File: src/rtl/mem_arbiter.sv
// rtl/mem_arbiter.sv - shared memory port arbiter for fetch (IF) and data (MEM) stages
module mem_arbiter #(
  parameter int WIDTH      = 32,
  parameter int STARVE_MAX = 4
) (
  input  logic             clk,
  input  logic             rst,
  input  logic             if_req,
  input  logic [WIDTH-1:0] if_addr,
  input  logic             if_kill,
  output logic [WIDTH-1:0] if_rdata,
  output logic             if_ready,
  input  logic             dm_req,
  input  logic             dm_we,
  input  logic [WIDTH-1:0] dm_addr,
  input  logic [WIDTH-1:0] dm_wdata,
  output logic [WIDTH-1:0] dm_rdata,
  output logic             dm_ready,
  output logic             mem_valid,
  output logic             mem_we,
  output logic [WIDTH-1:0] mem_addr,
  output logic [WIDTH-1:0] mem_wdata,
  input  logic [WIDTH-1:0] mem_rdata,
  input  logic             mem_ack,
  output logic             stall_F,
  output logic             stall_M
);

  localparam int CW = $clog2(STARVE_MAX + 1);
  localparam logic [CW-1:0] STARVE_LIM = CW'(STARVE_MAX);

  typedef enum logic [1:0] {IDLE, IF_WAIT, DM_WAIT, RESP} state_t;

  state_t          state;
  logic [CW-1:0]   starve_cnt;
  logic            kill_pend;

  // Stalls follow the live request and the registered ready pulse
  assign stall_F = if_req & ~if_ready;
  assign stall_M = dm_req & ~dm_ready;

  // Arbitration FSM; ready is registered on the ack edge so it is high during RESP
  always_ff @(posedge clk or negedge rst) begin
    if (!rst) begin
      state      <= IDLE;
      starve_cnt <= '0;
      kill_pend  <= 1'b0;
      mem_valid  <= 1'b0;
      mem_we     <= 1'b0;
      mem_addr   <= '0;
      mem_wdata  <= '0;
      if_ready   <= 1'b0;
      dm_ready   <= 1'b0;
      if_rdata   <= '0;
      dm_rdata   <= '0;
    end else begin
      if_ready <= 1'b0;
      dm_ready <= 1'b0;
      case (state)
        IDLE: begin
          // MEM holds the older instruction, so it wins unless fetch has starved
          if (if_req && (!dm_req || starve_cnt == STARVE_LIM)) begin
            state      <= IF_WAIT;
            mem_valid  <= 1'b1;
            mem_we     <= 1'b0;
            mem_addr   <= if_addr;
            starve_cnt <= '0;
          end else if (dm_req) begin
            state     <= DM_WAIT;
            mem_valid <= 1'b1;
            mem_we    <= dm_we;
            mem_addr  <= dm_addr;
            mem_wdata <= dm_wdata;
            if (if_req && starve_cnt != STARVE_LIM) begin
              starve_cnt <= starve_cnt + 1'b1;
            end
          end
        end
        IF_WAIT: begin
          // A flush never aborts the bus transaction; it only hides the response
          if (mem_ack) begin
            mem_valid <= 1'b0;
            state     <= RESP;
            if (kill_pend || if_kill) begin
              kill_pend <= 1'b1;
            end else begin
              if_ready <= 1'b1;
              if_rdata <= mem_rdata;
            end
          end else if (if_kill) begin
            kill_pend <= 1'b1;
          end
        end
        DM_WAIT: begin
          if (mem_ack) begin
            mem_valid <= 1'b0;
            state     <= RESP;
            dm_ready  <= 1'b1;
            if (!mem_we) begin
              dm_rdata <= mem_rdata;
            end
          end
        end
        RESP: begin
          state     <= IDLE;
          kill_pend <= 1'b0;
        end
        default: state <= IDLE;
      endcase
    end
  end

endmodule

File: config.mk
export PLATFORM = sky130hd
export DESIGN_NAME = mem_arbiter
export DESIGN_NICKNAME = d
export VERILOG_FILES = /design/src/rtl/mem_arbiter.sv
export SDC_FILE = /design/constraint.sdc
export NUM_CORES = 1
export LEC_CHECK = 0
export CORE_UTILIZATION = 41
export CTS_CLUSTER_DIAMETER = 200
export DETAILED_ROUTE_END_ITERATION = 6
export DONT_BUFFER_PORTS = 1
export GPL_TIMING_DRIVEN = 0
export PLACE_DENSITY = 0.64
export SYNTH_ARGS = -nofsm -noshare
export SYNTH_HDL_FRONTEND = slang
export SYNTH_SLANG_ARGS = --single-unit
File: constraint.sdc
create_clock -name clk -period 1.8 [get_ports clk]
set_input_delay 0.18 -clock clk [delete_from_list [all_inputs] [get_ports clk]]
set_output_delay 0.18 -clock clk [all_outputs]
set_load 0.1 [all_outputs]
==> flow_metrics.env, run 1 <==
export IMPL_status="finished with violations"
export IMPL_violations="negative hold slack"
export IMPL_num_io_pins=269
export IMPL_synthesis_area_um2=5920
export IMPL_cts_buffers=17
export IMPL_fin_skew_ns=0.0110
export IMPL_cts_root_buf="clkbuf_16"
export IMPL_layout_commonest_cell="dfrtp_1"
export IMPL_drive_gt1_share_pct=32.4
export IMPL_clk_path_buf_depth=2
export IMPL_drtIter0Drc=161
export IMPL_cts_num_sinks=138
export IMPL_die_w_um=122
export IMPL_cts_tree="done"
export IMPL_crit_slowest_cell="dfrtp_4"
export IMPL_multi_input_area_um2=2280
export IMPL_grt_usage_pct=21.0
export IMPL_synthCells=445
export IMPL_wl_met2_mm=7.97
export IMPL_avgSynthCellArea_um2=13.3
export IMPL_hpwl_mm=9.63
export IMPL_synth_area_leader_cell="dfrtp_1"
export IMPL_drc=0
export IMPL_path_buf_inv=0
export IMPL_die_h_um=122
export IMPL_post_place_ws_ns=-0.0957
export IMPL_ant_nets=0
export IMPL_path_clk_slew_ns=0.06
export IMPL_cts_hold_fix_buffers=130
export IMPL_hold_path_class="input pin to asynchronous set/reset pin"
export IMPL_finalHoldViolCount=138
export IMPL_fin_nets=740
export IMPL_yosysWarningCount=0
export IMPL_critPathLaunchType="flop"
export IMPL_crit_required_ns=1.62
export IMPL_relSlewSlack_pct=37.2
export IMPL_fillerInstances=1118
export IMPL_cap_violations=0
export IMPL_final_cell_mix="135 x dfrtp_1, 130 x dlygate4sd3_1, 94 x mux2_2"
export IMPL_row_count=43
export IMPL_drt_first_pass_iters=4
export IMPL_max_freq_ghz=0.564
export IMPL_worstSkewPairLatency_ns=0.41
export IMPL_synth_edf_count=0
export IMPL_num_vias=4228
export IMPL_synthArstFlopShare_pct=100
export IMPL_finalCritPeriodShare_pct=98.6
export IMPL_synth_top_area_share_pct=58.3
export IMPL_grt_pass1_wl_mm=23.9
export IMPL_overflow=0
export IMPL_setup_viol=0
export IMPL_core_um2=14000
export IMPL_synth_distinct_cells=35
export IMPL_ys_ff_latch=138
export IMPL_min_period_ns=1.77
export IMPL_antennaDiodeCount=0
export IMPL_slowest_delay_ns=0.63
export IMPL_io_buffers=0
export IMPL_crit_family="flip-flops"
export IMPL_crit_chain="nor2b_4"
export IMPL_yosys_top_cells_area="dfrtp_1 58%, mux2_2 18%, o211ai_2 6.1%"
export IMPL_grt_pass1_vias=4779
export IMPL_finalWorstSetupSlack_ns=0.0257
export IMPL_cts_htree_levels=4
export IMPL_hold_ws_ns=-0.531
export IMPL_area_growth_synth_to_final_pct=37.9
export IMPL_drt_wirelength_per_cell_um=19.3
export IMPL_antenna_found_initial=0
export IMPL_synth_seq_area_share_pct=58.3
export IMPL_arrival_ns=1.59
export IMPL_wl_met3_mm=1.39
export IMPL_critPathMaxFanout=2
export IMPL_gp_congestion=0.770
export IMPL_start_util_pct=42.3
export IMPL_die_area_um2=14900
export IMPL_grt_max_degree=139
export IMPL_wl_mm=15.3
export IMPL_grt_setup_unrepaired="yes"
export IMPL_slew_violations=0
export IMPL_syn_num_nets=587
export IMPL_path_class="flop to output pin"
export IMPL_synth_ff_type="dfrtp_1"
export IMPL_wl_met1_mm=5.54
export IMPL_viasPerCell=5.35
export IMPL_top_layer="met4"
export IMPL_cp_end_kind="output pin"
export IMPL_worstMarginPinSlew_ns=0.941
export IMPL_finalSetupTns_ns=0
export IMPL_register_area_um2=3460
## cells in the mapped netlist (3+ instances only)
library cell and count:
o211ai_2 29, nor2b_1 4, inv_1 6, mux2_1 3
clkbuf_1 7, buf_2 9, buf_1 3, nand2_1 69
ha_1 7, nand4_1 32, dfrtp_1 138, buf_4 9
o211ai_1 3, buf_6 4, mux2_2 94
## per-stage QoR
step                      hold WS [ns]  area, um2  std cells  utilization (%)
after floorplan                 -0.116       5940        445                -
after global placement          -0.112       6160        625             44.1
after detailed placement        -0.113       6160        625             44.1
after CTS                       -0.558       8050        787             57.6
after global routing            -0.564       8170        791             58.4
final                           -0.531       8170        791             58.4
## area by class of cell
class                      count  area share [%]
buffer                        32            3.11
clock buffer                  19            5.55
clock inverter                13            1.46
inverter                       6           0.276
multi-input combinational    268            27.9
sequential                   138            42.4
tap                          180            2.76
timing repair buffer         135            16.5
## routing by layer
| layer | vias to the layer above | track usage (%) |
|---|---|---|
| met5 | - | 0 |
| met4 | 0 | 9.22 |
| met3 | 34 | 9.08 |
| met2 | 210 | 36.1 |
| met1 | 2091 | 22.2 |
| li1 | 1893 | - |
## state kept, by name, summed over array words and instances (netlist names)
register,cells
dm_rdata,32
if_rdata,32
mem_addr,32
mem_wdata,32
starve_cnt,3
state,2
dm_ready,1
if_ready,1
kill_pend,1
mem_valid,1
mem_we,1
## worst paths after layout
check                                          start                         to  slack [ns]  cells after the start
min                                              rst   dm_rdata[25]$_DFFE_PN0P_       -0.53                      0
min in group clk                             if_kill      kill_pend$_DFFE_PN0P_        0.01                      2
max reg2reg                     state[1]$_DFFE_PN0P_    if_rdata[8]$_DFFE_PN0P_        0.07                      5
max                               dm_ready$_DFF_PN0_                    stall_M        0.03                      1
min reg2reg                starve_cnt[1]$_DFFE_PN0P_  starve_cnt[1]$_DFFE_PN0P_        0.53                      2
max in group asynchronous                        rst         dm_ready$_DFF_PN0_        2.16                      0
## timing repair
item | 4_1_cts | 5_1_grt
setup endpoints to repair | 66 | 123
buffers inserted | 0 | 3
gates resized for setup | 9 | 29
endpoints found under the hold margin | 269 | 138
cloned | 0 | 2
## cells by family (layout without fill, tap and decap cells)
group | after synthesis | count (layout) | synth area share, %
DFF | 138 | 138 | 58.3
and+or+nand+nor | 115 | 115 | 9.29
muxes | 99 | 99 | 18.8
AOI/OAI and AO/OA | 47 | 47 | 8.39
buffers and inverters | 39 | 205 | 3.76
adders and majority gates | 7 | 7 | 1.48
Power of run 1 is left out: the tool's default activity adds up to more than one toggle a clock period on the data nets, which glitch-free logic cannot reach.
==> run 2, diff against run 1 <==
--- a/config.mk
+++ b/config.mk
@@ -5,6 +5,7 @@
 export SDC_FILE = /design/constraint.sdc
 export NUM_CORES = 1
 export LEC_CHECK = 0
+export CORE_MARGIN = 2
 export CORE_UTILIZATION = 41
 export CTS_CLUSTER_DIAMETER = 200
 export DETAILED_ROUTE_END_ITERATION = 6
==> run 2 against run 1 <==
  * The run still ends with negative hold slack left
  * Via count grew 1.3%
  * Sequential share of layout area is essentially flat
  * Non-clock buffer count grew 1
  * Die area grew 3.3%
  * Count of clock-buffer cells in the layout grew 1
  * Clock skew shrank 0.0022 ns
  * Largest cell class unchanged
==> flow_metrics.env, run 2 (synthesized netlist as in run 1, its figures left out) <==
export IMPL_status="finished with violations"
export IMPL_violations="negative hold slack"
export IMPL_critPathLaunchType="flop"
export IMPL_drive_gt1_share_pct=32.1
export IMPL_cts_buffers=17
export IMPL_overflow=0
export IMPL_wl_mm=15.5
export IMPL_area_growth_synth_to_final_pct=37.8
export IMPL_max_freq_ghz=0.564
export IMPL_ant_nets=0
export IMPL_fin_nets=741
export IMPL_antenna_found_initial=0
export IMPL_hold_ws_ns=-0.541
export IMPL_path_clk_slew_ns=0.06
export IMPL_drtIter0Drc=192
export IMPL_row_count=43
export IMPL_worstSkewPairLatency_ns=0.41
export IMPL_gp_congestion=0.818
export IMPL_critPathMaxFanout=2
export IMPL_drc=0
export IMPL_drt_wirelength_per_cell_um=19.6
export IMPL_final_cell_mix="135 x dfrtp_1, 130 x dlygate4sd3_1, 94 x mux2_2"
export IMPL_cts_num_sinks=138
export IMPL_cp_end_kind="output pin"
export IMPL_min_period_ns=1.77
export IMPL_setup_viol=0
export IMPL_core_um2=14000
export IMPL_crit_required_ns=1.62
export IMPL_worstMarginPinSlew_ns=0.946
export IMPL_cts_htree_levels=4
export IMPL_r2r_cells=7
export IMPL_relSlewSlack_pct=37.0
export IMPL_finalSetupTns_ns=0
export IMPL_hold_path_class="input pin to asynchronous set/reset pin"
export IMPL_r2r_start="state[0]$_DFFE_PN0P_"
export IMPL_finalCritPeriodShare_pct=98.6
export IMPL_r2r_end="mem_wdata[22]$_DFFE_PN0P_"
export IMPL_crit_chain="nor2b_4"
export IMPL_crit_slowest_cell="dfrtp_4"
export IMPL_finalHoldViolCount=138
export IMPL_clk_path_buf_depth=2
export IMPL_grt_pass1_vias=4598
export IMPL_cts_hold_fix_buffers=130
export IMPL_drt_first_pass_iters=4
export IMPL_die_h_um=124
export IMPL_slowest_delay_ns=0.62
export IMPL_regToRegSetupSlack_ns=0.04
export IMPL_grt_max_degree=139
export IMPL_io_buffers=0
export IMPL_cap_violations=0
export IMPL_grt_pass1_wl_mm=23.3
export IMPL_num_io_pins=269
export IMPL_die_area_um2=15400
export IMPL_hpwl_mm=10.1
export IMPL_die_w_um=124
export IMPL_layout_commonest_cell="dfrtp_1"
export IMPL_slew_violations=0
export IMPL_grt_usage_pct=19.8
export IMPL_grt_setup_unrepaired="yes"
export IMPL_path_class="flop to output pin"
export IMPL_arrival_ns=1.59
export IMPL_num_vias=4282
export IMPL_viasPerCell=5.41
export IMPL_cts_tree="done"
export IMPL_path_buf_inv=0
export IMPL_fin_skew_ns=0.00877
export IMPL_crit_family="flip-flops"
export IMPL_path_depth=1
export IMPL_antennaDiodeCount=0
export IMPL_cts_root_buf="clkbuf_16"
export IMPL_start_util_pct=42.3
-- run 2: cell types whose count changed in the layout (fill, tap and decap cells not counted), moves of 2 or more --
cell / before / now
buf_6: 13 / 11
clkinvlp_4: 3 / 1
clkbuf_8: 2 / 0
buf_8: 0 / 2
clkbuf_1: 4 / 7
-- run 2: metal layers --
| layer | GRT usage [%] | vias to the layer above | wire length [um] |
|---|---|---|---|
| li1 | - | 1900 | - |
| met1 | 21.6 | 2160 | 5870 |
| met2 | 33.8 | 192 | 7940 |
| met3 | 8.01 | 30 | 1350 |
| met4 | 8.71 | 0 | 342 |
| met5 | 0 | - | 0 |
-- run 2: layout make-up --
type / count / area, um2
fill: 1095 / 5830
sequential: 138 / 3460
multi-input combinational: 268 / 2270
timing repair buffer: 136 / 1360
clock buffer: 20 / 437
buffer: 32 / 262
tap: 180 / 225
clock inverter: 11 / 123
inverter: 6 / 22.5
-- run 2: how the worst max path moves through the flow --
| stage | slack [ns] | startpoint | endpoint |
|---|---|---|---|
| final | 0.03 | dm_ready$_DFF_PN0_ | stall_M |
| after global routing | -0.02 | state[0]$_DFFE_PN0P_ | mem_wdata[26]$_DFFE_PN0P_ |
| after floorplan | 0.18 | state[1]$_DFFE_PN0P_ | if_rdata[0]$_DFFE_PN0P_ |
| after global placement | -0.08 | state[0]$_DFFE_PN0P_ | mem_addr[20]$_DFFE_PN0P_ |
| after detailed placement | -0.15 | state[0]$_DFFE_PN0P_ | mem_addr[12]$_DFFE_PN0P_ |
| after CTS | -0.03 | state[0]$_DFFE_PN0P_ | mem_wdata[10]$_DFFE_PN0P_ |
-- run 2: repair_timing --
action                                  CTS  global route
endpoints found under the setup margin   86           122
cloned                                    0             2
resized for setup                        16            24
buffers inserted                          0             4
hold endpoints to repair                269           138
-- run 2: metrics by stage --
| step | hold WS (ns) | setup WS [ns] | area [um2] | util, % | instances |
|---|---|---|---|---|---|
| global placement | -0.112 | -0.0808 | 6160 | 44.1 | 625 |
| floorplan | -0.116 | 0.184 | 5940 | - | 445 |
| finish | -0.541 | 0.0259 | 8160 | 58.3 | 791 |
| CTS | -0.560 | -0.0318 | 8060 | 57.6 | 786 |
| detailed placement | -0.113 | -0.147 | 6160 | 44.1 | 625 |
| global route | -0.566 | -0.0156 | 8160 | 58.3 | 791 |
Power of run 2 is left out for the same reason.
